`src/rtl/perip_bus_pkg.sv`:
```
// Shared definitions for the peripheral register bus: command opcodes,
// bus-master state encoding, GPIO register offsets and the poll compare rule.
package perip_bus_pkg;

    typedef enum logic [1:0] {
        OP_READ    = 2'b00,
        OP_WRITE   = 2'b01,
        OP_POLL    = 2'b10,
        OP_ILLEGAL = 2'b11
    } op_e;

    typedef enum logic [2:0] {
        ST_IDLE,
        ST_ACCESS,
        ST_POLL_READ,
        ST_POLL_WAIT,
        ST_RESP
    } state_e;

    typedef enum logic [31:0] {
        GPIO_CTRL_OFS = 32'h0000_0000,
        GPIO_DATA_OFS = 32'h0000_0004
    } gpio_reg_e;

    // Bits outside the mask never affect the outcome; an all-zero mask always matches.
    function automatic logic poll_match(input logic [31:0] rd_val,
                                        input logic [31:0] cmp_val,
                                        input logic [31:0] mask);
        return ((rd_val ^ cmp_val) & mask) == 32'h0;
    endfunction

endpackage

```
`src/rtl/poll_timer.sv`:
```
// Poll pacing: counts reads issued for the current poll and the idle cycles
// between consecutive reads.
module poll_timer #(
    parameter int POLL_INTERVAL  = 4,
    parameter int POLL_MAX_READS = 256
) (
    input  logic clk,
    input  logic rst,
    input  logic i_start,
    input  logic i_read,
    output logic o_last_read,
    output logic o_wait_done
);

    localparam int CNT_W  = $clog2(POLL_MAX_READS + 1);
    localparam int WAIT_W = (POLL_INTERVAL > 2) ? $clog2(POLL_INTERVAL - 1) : 1;
    // The read cycle and the cycle that sees the counter at zero are both part of the interval.
    localparam logic [WAIT_W-1:0] WAIT_RELOAD = WAIT_W'((POLL_INTERVAL >= 2) ? POLL_INTERVAL - 2 : 0);
    localparam logic [CNT_W-1:0]  LAST_COUNT  = CNT_W'(POLL_MAX_READS - 1);

    logic [CNT_W-1:0]  r_reads;
    logic [WAIT_W-1:0] r_wait;

    always_ff @(posedge clk or posedge rst) begin
        if (rst) begin
            r_reads <= '0;
            r_wait  <= '0;
        end else if (i_start) begin
            r_reads <= '0;
            r_wait  <= '0;
        end else if (i_read) begin
            r_reads <= r_reads + 1'b1;
            r_wait  <= WAIT_RELOAD;
        end else if (r_wait != '0) begin
            r_wait <= r_wait - 1'b1;
        end
    end

    assign o_last_read = (r_reads == LAST_COUNT);
    assign o_wait_done = (r_wait == '0);

endmodule

```
`src/rtl/perip_bus_master.sv`:
```
// Peripheral register bus initiator: runs one read, write or poll command at a
// time on the shared we/addr/data bus and returns one response per command.
module perip_bus_master #(
    parameter int POLL_INTERVAL  = 4,
    parameter int POLL_MAX_READS = 256
) (
    input  logic        clk,
    input  logic        rst,
    input  logic        cmd_valid_i,
    output logic        cmd_ready_o,
    input  logic [1:0]  cmd_op_i,
    input  logic [31:0] cmd_addr_i,
    input  logic [31:0] cmd_data_i,
    input  logic [31:0] cmd_mask_i,
    output logic        rsp_valid_o,
    input  logic        rsp_ready_i,
    output logic [31:0] rsp_data_o,
    output logic        rsp_err_o,
    output logic        we_o,
    output logic [31:0] addr_o,
    output logic [31:0] data_o,
    input  logic [31:0] data_i
);

    import perip_bus_pkg::*;

    state_e      r_state;
    op_e         r_op;
    logic [31:0] r_mask;
    logic [31:0] r_addr;
    logic [31:0] r_data;
    logic        r_we;
    logic        r_cmd_ready;
    logic        r_rsp_valid;
    logic [31:0] r_rsp_data;
    logic        r_rsp_err;

    logic w_accept;
    logic w_read;
    logic w_match;
    logic w_last_read;
    logic w_wait_done;

    // r_cmd_ready is only ever high in IDLE, so it alone gates acceptance.
    assign w_accept = r_cmd_ready & cmd_valid_i;
    assign w_read   = (r_state == ST_POLL_READ);
    assign w_match  = poll_match(data_i, r_data, r_mask);

    poll_timer #(
        .POLL_INTERVAL (POLL_INTERVAL),
        .POLL_MAX_READS(POLL_MAX_READS)
    ) u_poll_timer (
        .clk        (clk),
        .rst        (rst),
        .i_start    (w_accept),
        .i_read     (w_read),
        .o_last_read(w_last_read),
        .o_wait_done(w_wait_done)
    );

    // NOTE: every register here is assigned with <= so all branches see pre-edge values.
    always_ff @(posedge clk or posedge rst) begin
        if (rst) begin
            r_state     <= ST_IDLE;
            r_op        <= OP_READ;
            r_mask      <= '0;
            r_addr      <= '0;
            r_data      <= '0;
            r_we        <= 1'b0;
            r_cmd_ready <= 1'b0;
            r_rsp_valid <= 1'b0;
            r_rsp_data  <= '0;
            r_rsp_err   <= 1'b0;
        end else begin
            unique case (r_state)
                ST_IDLE: begin
                    r_cmd_ready <= 1'b1;
                    if (w_accept) begin
                        r_cmd_ready <= 1'b0;
                        r_op        <= op_e'(cmd_op_i);
                        r_addr      <= cmd_addr_i;
                        r_data      <= cmd_data_i;
                        r_mask      <= cmd_mask_i;
                        unique case (op_e'(cmd_op_i))
                            OP_READ:  r_state <= ST_ACCESS;
                            OP_WRITE: begin
                                r_we    <= 1'b1;
                                r_state <= ST_ACCESS;
                            end
                            OP_POLL:  r_state <= ST_POLL_READ;
                            default: begin
                                r_rsp_data <= '0;
                                r_rsp_err  <= 1'b1;
                                r_state    <= ST_RESP;
                            end
                        endcase
                    end
                end
                ST_ACCESS: begin
                    r_we       <= 1'b0;
                    r_rsp_data <= (r_op == OP_WRITE) ? 32'h0 : data_i;
                    r_rsp_err  <= 1'b0;
                    r_state    <= ST_RESP;
                end
                ST_POLL_READ: begin
                    r_rsp_data <= data_i;
                    if (w_match) begin
                        r_rsp_err <= 1'b0;
                        r_state   <= ST_RESP;
                    end else if (w_last_read) begin
                        r_rsp_err <= 1'b1;
                        r_state   <= ST_RESP;
                    end else begin
                        r_state <= (POLL_INTERVAL == 1) ? ST_POLL_READ : ST_POLL_WAIT;
                    end
                end
                ST_POLL_WAIT: begin
                    if (w_wait_done) r_state <= ST_POLL_READ;
                end
                ST_RESP: begin
                    // First RESP cycle only raises valid; the handshake starts on the next edge.
                    if (!r_rsp_valid) begin
                        r_rsp_valid <= 1'b1;
                    end else if (rsp_ready_i) begin
                        r_rsp_valid <= 1'b0;
                        r_cmd_ready <= 1'b1;
                        r_state     <= ST_IDLE;
                    end
                end
                default: r_state <= ST_IDLE;
            endcase
        end
    end

    assign cmd_ready_o = r_cmd_ready;
    assign rsp_valid_o = r_rsp_valid;
    assign rsp_data_o  = r_rsp_data;
    assign rsp_err_o   = r_rsp_err;
    assign we_o        = r_we;
    assign addr_o      = r_addr;
    assign data_o      = r_data;

endmodule

```
`config.mk`:
```
export PLATFORM = sky130hd
export DESIGN_NAME = perip_bus_master
export DESIGN_NICKNAME = d
export VERILOG_FILES = /design/src/rtl/perip_bus_pkg.sv /design/src/rtl/poll_timer.sv /design/src/rtl/perip_bus_master.sv
export SDC_FILE = /design/constraint.sdc
export NUM_CORES = 1
export LEC_CHECK = 0
export ABC_AREA = 1
export BUFFER_PORTS_ARGS = -buffer_cell sky130_fd_sc_hd__buf_2
export CORE_ASPECT_RATIO = 1.5
export CORE_UTILIZATION = 30
export CTS_CLUSTER_SIZE = 30
export DETAILED_ROUTE_END_ITERATION = 8
export PLACE_DENSITY_LB_ADDON = 0.2
export SYNTH_ARGS = -nofsm -noshare
export SYNTH_HDL_FRONTEND = slang
export SYNTH_SLANG_ARGS = --single-unit
export TNS_END_PERCENT = 10
```
`constraint.sdc`:
```
create_clock -name clk -period 6.5 [get_ports clk]
set_input_delay 1.3 -clock clk [delete_from_list [all_inputs] [get_ports clk]]
set_output_delay 1.3 -clock clk [all_outputs]
set_load 0.01 [all_outputs]
```
==> impl_metrics.ini, run 1 <==
[placement]
gp_congestion = 0.790
hpwl_mm = 14.3
place_area_sq_um = 7880
portBuffers = 233

[synthesis]
synthFlopType = dfrtp_1
ys_seq_area_share_pct = 56.9
async_reset_ff_share_pct = 100
synth_compound_area_share_pct = 6.68
synth_seq_cells = 148
syn_nets = 935
synthSimpleGateAreaFrac_pct = 28.0
netlist_instances = 798
synth_cell_types = 28
synth_xor_area_share_pct = 0
synth_area_sq_um = 6510
synth-adder-area-share_pct = 0.576
synth-edff-count = 0
synth_mux_area_share_pct = 0
synth_top_family_by_area = simple AND/OR/NAND/NOR gates
syn_area_per_cell_sq_um = 8.16
ys_warn_count = 0

[power]
power_frac_seq_pct = 37.6
power.share.clock_pct = 22.9
p_comb_share_pct = 39.5
p_sw_mw = 1.73
leakagePower_nw = 4.74
vdd_drop_max_uv = 227
p_int_mw = 2.47
p_sw_share_pct = 41.2
powerDensity_nw_per_um2 = 496

[clock_network]
cts_resized = 0
clkLatencyLatePin_ns = 0.42
root_buffer = clkbuf_16
htreeDepth = 4
cts_setup_buffers = 0
clock_path_buffers = 2
cts_hold_buf = 0
cts_tree = built
cts.sinks = 148
cts-buffers-inserted = 17
clk_pin_slew_ns = 0.06

[timing]
drv_slew = 0
report.final.setup_viol = 0
hold_violations = 0
setup_tns_ns = 0
slew_headroom_pct = 35.0
tightest_slew_ns = 0.975
fmax_ghz = 0.339
post-route-period-util_pct = 45.4
finalClockSkew_ns = 0.0116
rsz0062_at_grt = false
finalCriticalPeriod_ns = 2.95

[grt]
grt_pass1_vias = 5911
grt_pass1_wl_mm = 31.3
antenna_found_initial = 3
grt_use_total_pct = 18.8
gr-total-overflow = 0
grt_max_degree = 106

[floorplan]
core-area_sq_um = 21100
row_count = 65
fp.dieW_um = 122
die_height_um = 182
io-pin-count = 234
start_util_pct = 30.8
fp.dieArea_sq_um = 22300

[hold_path]
worstHoldStart = u_poll_timer.r_reads[7]
hold-path-endpoint = u_poll_timer.r_reads[7]
holdPathStages = 1
hp-class = flip-flop to flip-flop

[run_status]
outcome = complete, no violations

[drt]
via_per_inst = 4.47
drc = 0
wl_met1_mm = 7.73
ant_nets = 0
met3WireLength_um = 880
dr.max_layer_used = met4
drtPass1Iterations = 4
dr_total_vias = 5855
wl_met2_mm = 10.9
initialDrtViolationCount = 342
wl_per_cell_um = 15.2
wl_mm = 19.9

[critical_path]
crit_chain = buf_2 -> nand2_1 -> inv_1 -> nand2_2 -> inv_4 -> buf_4 -> o21ai_0
cp.arrival_ns = 3.21
critPathLaunchType = input port
worstSetupPathType = input port to flip-flop
slowest_delay_ns = 0.70
r2r_start = r_state[0]
r2r_cells = 7
path_max_fanout = 77
critPathCaptureType = flip-flop
regToRegSetupSlack_ns = 4.08
critical-path-slowest-cell = buf_4
regToRegEndpoint = data_o[27]
cp.required_ns = 6.76

[job]
max_cap_viol_count = 0

[finish]
layout_common_cells = nand2_1, buf_2, dfrtp_1
utilization_pct = 40.0
syn2layout_area_growth_pct = 29.8
design_area_sq_um = 8450
drive_gt1_share_pct = 27.3
nets = 1162
final_common_cell = nand2_1
==> critical path: cells and delay by family <==
| family | cells | cell delay [ns] |
|---|---|---|
| buffers and inverters | 4 | 1.37 |
| AO/OA/AOI/OAI | 1 | 0.18 |
| AND/OR/NAND/NOR | 2 | 0.30 |
==> cell families after synthesis <==
kind of cell,Yosys count
and+or+nand+nor,445
DFF,148
buffers and inverters,117
AOI/OAI and AO/OA,85
adders and majority gates,3
==> power groups by stage <==
stage / combinational (mW) / clock [mW] / sequential [mW]
3_3_place_gp: 1.67 / 0 / 1.59
4_1_cts: 1.70 / 0.990 / 1.58
6_report: 1.66 / 0.960 / 1.58
5_1_grt: 1.89 / 1.03 / 1.63
2_1_floorplan: 0.954 / 0 / 1.69
3_5_place_dp: 1.70 / 0 / 1.59
==> layer usage <==
layer,track usage (%),up-vias
met5,0,-
met4,7.61,0
met3,4.19,19
met2,33.6,141
met1,21.2,2733
li1,-,2962
==> synth_stat cells (4+ instances only) <==
library cell,instances,area (sq um)
inv_1,82,308
nor3_1,4,20.0
inv_2,4,15.0
o21ai_0,18,90.1
nand3_1,73,365
dfrtp_1,148,3700
buf_4,9,67.6
clkbuf_1,7,26.3
o21ai_1,55,275
nor2_1,16,60.1
buf_6,4,45.0
buf_2,9,45.0
nand2_1,342,1280
a21oi_1,7,35.0
==> worst max path at each step <==
| stage | startpoint | end |
|---|---|---|
| CTS | cmd_valid_i | data_o[27] |
| detailed placement | cmd_valid_i | data_o[27] |
| finish | cmd_valid_i | data_o[27] |
| floorplan | rst | addr_o[0] |
| global route | cmd_valid_i | data_o[27] |
| global placement | cmd_valid_i | data_o[26] |
==> registers in the layout, indices dropped and copies added, names as in the netlist, 2 cells and up <==
register and flops:
u_poll_timer.r_reads 9, u_poll_timer.r_wait 2, r_op 2, r_mask 32, data_o 32, addr_o 32
rsp_data_o 32, r_state 3
==> per-stage QoR <==
stage	setup WS (ns)	instances	hold WS, ns	power (mW)
final	3.55	1309	0.469	4.19
after global routing	3.24	1308	0.488	4.55
after CTS	3.49	1306	0.475	4.27
after detailed placement	3.09	1274	0.460	3.29
after global placement	3.17	1274	0.457	3.26
after floorplan	1.22	798	0.441	2.64
==> cell type report <==
cell class                 count  area [sq um]
clock buffer                  18           429
tap                          268           335
inverter                      86           330
multi-input combinational    533          2300
sequential                   148          3700
timing repair buffer         239          1210
antenna                        3          7.51
fill                        2292         12700
clock inverter                14           141
Power figures use the tool's default switching activity.
==> run 2: changes to the inputs <==
clock period = 2.62 ns   (was 6.5 ns; I/O delays follow)
==> run 2 against run 1 <==
Compared with the run above:
- core utilization rose by 0.83 points
- routed wire length is 0.46% lower
- first-iteration DRC count shrank 44%
- final cell count grew 0.61%
- die area stayed put
- clock power rose to 2.6 times the previous value
==> impl_metrics.ini, run 2 (synthesized netlist as in run 1, its figures left out) <==
[power]
power_frac_seq_pct = 37.1
power.share.clock_pct = 23.4
powerDensity_nw_per_um2 = 1230
p_sw_share_pct = 39.7
p_comb_share_pct = 39.5
p_int_mw = 6.40
p_total_mw = 10.6
leakagePower_nw = 4.83
vdd_drop_max_uv = 467
p_sw_mw = 4.22

[clock_network]
cts-buffers-inserted = 17
clk_pin_slew_ns = 0.06
cts_resized = 0
root_buffer = clkbuf_16
cts_hold_buf = 0
htreeDepth = 4
cts_tree = built
clock_path_buffers = 2
clkLatencyLatePin_ns = 0.41
cts_setup_buffers = 0
cts.sinks = 148

[critical_path]
cp.arrival_ns = 2.15
path_max_fanout = 25
worstSetupPathType = flip-flop to flip-flop
critPathLaunchType = flip-flop
crit_chain = nor2_2 -> inv_2 -> nor2_4 -> nand2_2 -> inv_4 -> buf_4 -> nand2_1 -> o21ai_0
critical-path-slowest-cell = dfrtp_1
slowest_delay_ns = 0.44
critPathCaptureType = flip-flop
cp.required_ns = 2.95

[drt]
drc = 0
via_per_inst = 4.45
ant_nets = 0
wl_per_cell_um = 15.0
initialDrtViolationCount = 192
wl_mm = 19.8
drtPass1Iterations = 4
dr_total_vias = 5867

[timing]
hold_violations = 0
drv_slew = 0
post-route-period-util_pct = 69.5
report.final.setup_viol = 0
rsz0062_at_grt = false
finalClockSkew_ns = 0.00562
finalCriticalPeriod_ns = 1.82
setup_tns_ns = 0
slew_headroom_pct = 53.8
fmax_ghz = 0.549
tightest_slew_ns = 0.692

[floorplan]
io-pin-count = 234
start_util_pct = 30.8
die_height_um = 182
fp.dieArea_sq_um = 22300
row_count = 65
core-area_sq_um = 21100
fp.dieW_um = 122

[job]
max_cap_viol_count = 0

[grt]
grt_max_degree = 69
antenna_found_initial = 2
grt_pass1_vias = 5931
grt_use_total_pct = 18.6
gr-total-overflow = 0
grt_pass1_wl_mm = 31.0

[finish]
final_common_cell = nand2_1
drive_gt1_share_pct = 28.0
layout_common_cells = nand2_1, buf_2, dfrtp_1
nFillCells = 2275
syn2layout_area_growth_pct = 32.5
nets = 1172

[placement]
hpwl_mm = 14.8
portBuffers = 233
gp_congestion = 0.790

[hold_path]
hp-class = input port to async pin

[run_status]
outcome = complete, no violations
[run 2: worst max-delay path: cells and delay by family (launching register included)]
family	cells	cell delay [ns]
simple gates	4	0.56
compound gates	1	0.09
buf+inv	3	0.63
flops	1	0.44
[run 2: layout make-up]
type	instances	area, sq um	area share (%)
Antenna cell	1	2.50	0.0290
Clock buffer	19	443	5.13
Clock inverter	13	159	1.84
Inverter	86	329	3.81
Multi-Input combinational cell	533	2300	26.6
Sequential cell	148	3700	42.9
Tap cell	268	335	3.89
Timing Repair Buffer	249	1360	15.8
[run 2: per-stage QoR]
step           setup slack [ns]  utilization [%]  instances  hold slack (ns)  instance area, sq um
2_1_floorplan             0.235                -        798            0.441                  6520
3_3_place_gp              0.724             38.0       1284            0.458                  8030
6_report                  0.798             40.8       1317            0.207                  8630
4_1_cts                   0.785             40.8       1316            0.221                  8630
5_1_grt                   0.622             40.8       1317            0.228                  8630
3_5_place_dp              0.717             38.0       1284            0.461                  8030
[run 2: per-layer routing]
layer	share of wire (%)	routed length (um)	vias to the layer above	global-route usage (%)
met1	40	7990	2703	21.0
met3	4.3	846	40	4.13
li1	-	-	2964	-
met5	0.066	13	-	0
met2	51	10100	158	32.0
met4	4.0	792	2	9.71
[run 2: power groups by stage]
stage	Combinational (mW)	Clock, mW	Sequential, mW
2_1_floorplan	2.37	0	4.19
3_3_place_gp	4.23	0	3.98
3_5_place_dp	4.29	0	3.97
4_1_cts	4.30	2.56	3.95
5_1_grt	4.79	2.65	4.07
6_report	4.20	2.48	3.94
[run 2: final timing paths]
check / startpoint / to / slack, ns / cells after the start
min in group clk: cmd_addr_i[11] / addr_o[11] / 0.30 / 3
min: rst / data_o[4] / 0.21 / 2
max: r_state[0] / data_o[28] / 0.80 / 8
max reg2reg: r_state[0] / data_o[28] / 0.80 / 8
max in group asynchronous: rst / rsp_data_o[1] / 1.72 / 3
min reg2reg: addr_o[13] / addr_o[13] / 0.48 / 2
==> run 3: changes to the inputs <==
clock period = 1.75 ns   (was 2.62 ns; I/O delays follow)
==> run 3 against run 2 <==
Compared with the run above:
- total power is 52% higher
- routed wire length rose by 3.5%
- sequential share of layout area down 0.33 points
- setup slack worse by 0.67 ns
- via count increased by 2.9%
- critical endpoint is now data_o[17]
- global-route usage is 0.81 points higher
- worst hold slack worse by 0.10 ns
- clock power rose by 48%
- sequential power increased by 49%
- highest routed layer unchanged
- final area grew 0.77%
- register-to-register slack worse by 0.67 ns
- first-iteration DRC count up 52%
==> impl_metrics.ini, run 3 (synthesized netlist as in run 1, its figures left out) <==
[floorplan]
io-pin-count = 234
fp.dieW_um = 122
start_util_pct = 30.8
core-area_sq_um = 21100
fp.dieArea_sq_um = 22300
die_height_um = 182
row_count = 65

[grt]
grt_pass1_wl_mm = 32.1
grt_use_total_pct = 19.4
antenna_found_initial = 2
gr-total-overflow = 0
grt_max_degree = 51
grt_pass1_vias = 5946

[critical_path]
crit_family = buffers and inverters
slowest_delay_ns = 0.43
critPathLaunchType = flip-flop
cp.required_ns = 2.10
crit_chain = nor2_2 -> inv_2 -> nor2_4 -> nand2_2 -> inv_4 -> buf_4 -> nand2_1 -> o21ai_1
worst-path-buf-inv = 3
cp.arrival_ns = 1.97
critical-path-slowest-cell = dfrtp_1
critPathCaptureType = flip-flop
path_max_fanout = 17
worstSetupPathType = flip-flop to flip-flop

[placement]
hpwl_mm = 15.3
gp_congestion = 0.816
portBuffers = 233
place_area_sq_um = 8090
dp_slack_ns = -0.0535

[drt]
initialDrtViolationCount = 291
dr.max_layer_used = met5
drtPass1Iterations = 4
wl_per_cell_um = 15.4
via_per_inst = 4.55
wl_mm = 20.5
ant_nets = 0
drc = 0
dr_total_vias = 6038
wl_met1_mm = 8.13
met3WireLength_um = 890
wl_met2_mm = 10.8

[finish]
drive_gt1_share_pct = 28.9
final_common_cell = nand2_1
design_area_sq_um = 8700
nets = 1181
syn2layout_area_growth_pct = 33.5
layout_common_cells = nand2_1, buf_2, dfrtp_1

[timing]
drv_slew = 0
hold_violations = 0
finalCriticalPeriod_ns = 1.62
tightest_slew_ns = 0.629
finalClockSkew_ns = 0.0116
slew_headroom_pct = 58.1
post-route-period-util_pct = 92.4
layout_setup_ws_ns = 0.133
report.final.setup_viol = 0
fmax_ghz = 0.618

[job]
max_cap_viol_count = 0

[clock_network]
cts_setup_buffers = 0
clk_pin_slew_ns = 0.07
cts-buffers-inserted = 17
clkLatencyLatePin_ns = 0.43
cts.sinks = 148
htreeDepth = 4
clock_path_buffers = 2
cts_tree = built
root_buffer = clkbuf_16

[run_status]
outcome = complete, no violations

[hold_path]
hp-class = input port to flip-flop

[power]
leakagePower_nw = 4.86
vdd_drop_max_uv = 812
powerDensity_nw_per_um2 = 1850
run 3: what timing repair did:
action                                 in CTS  in global routing
setup endpoints to repair                   0                  4
resized for setup                           0                  4
endpoints found under the hold margin      11                  0
hold buffers                                1                  0
run 3: power breakdown:
group / leakage (nW) / internal, mW / total, mW / switching (mW)
sequential: 1.86 / 4.95 / 5.87 / 0.916
combinational: 2.72 / 2.50 / 6.59 / 4.09
clock: 0.278 / 2.12 / 3.67 / 1.55
total: 4.86 / 9.57 / 16.1 / 6.55
run 3: layout make-up:
| type | instances | area, sq um |
|---|---|---|
| multi-input combinational | 533 | 2310 |
| sequential | 148 | 3700 |
| fill | 2255 | 12400 |
| antenna | 1 | 2.50 |
| clock inverter | 14 | 156 |
| clock buffer | 18 | 429 |
| inverter | 86 | 329 |
| tap | 268 | 335 |
| timing repair buffer | 258 | 1430 |
run 3: stage by stage:
step	power, mW	cells	utilization [%]	hold slack, ns	TNS [ns]
floorplan	9.82	798	-	0.441	-68.23
global placement	12.5	1292	38.2	0.380	-0.181
detailed placement	12.6	1292	38.2	0.386	-0.119
CTS	16.4	1325	41.1	0.0888	0
global route	17.4	1326	41.1	0.106	-0.0106
finish	16.1	1326	41.1	0.106	0
run 3: layer usage:
metal  up-vias  global-route usage (%)
met5         -                       0
li1       2985                       -
met3        32                    3.81
met4         2                    7.85
met1      2867                    21.7
met2       152                    35.1
run 3: tightest hold or removal path, cell delays in order:
cell,delay [ns]
buf_2,0.07
nand2_1,0.04
nand2_1,0.04
run 3: worst paths after layout:
path	from	endpoint	slack [ns]	depth (start not counted)
hold / removal	cmd_addr_i[11]	addr_o[11]	0.11	3
max in group asynchronous	rst	data_o[31]	0.67	4
hold reg to reg	addr_o[4]	addr_o[4]	0.48	2
min in group asynchronous	rst	data_o[10]	0.47	3
setup reg to reg	r_state[1]	data_o[17]	0.13	8
setup / recovery	r_state[1]	data_o[17]	0.13	8
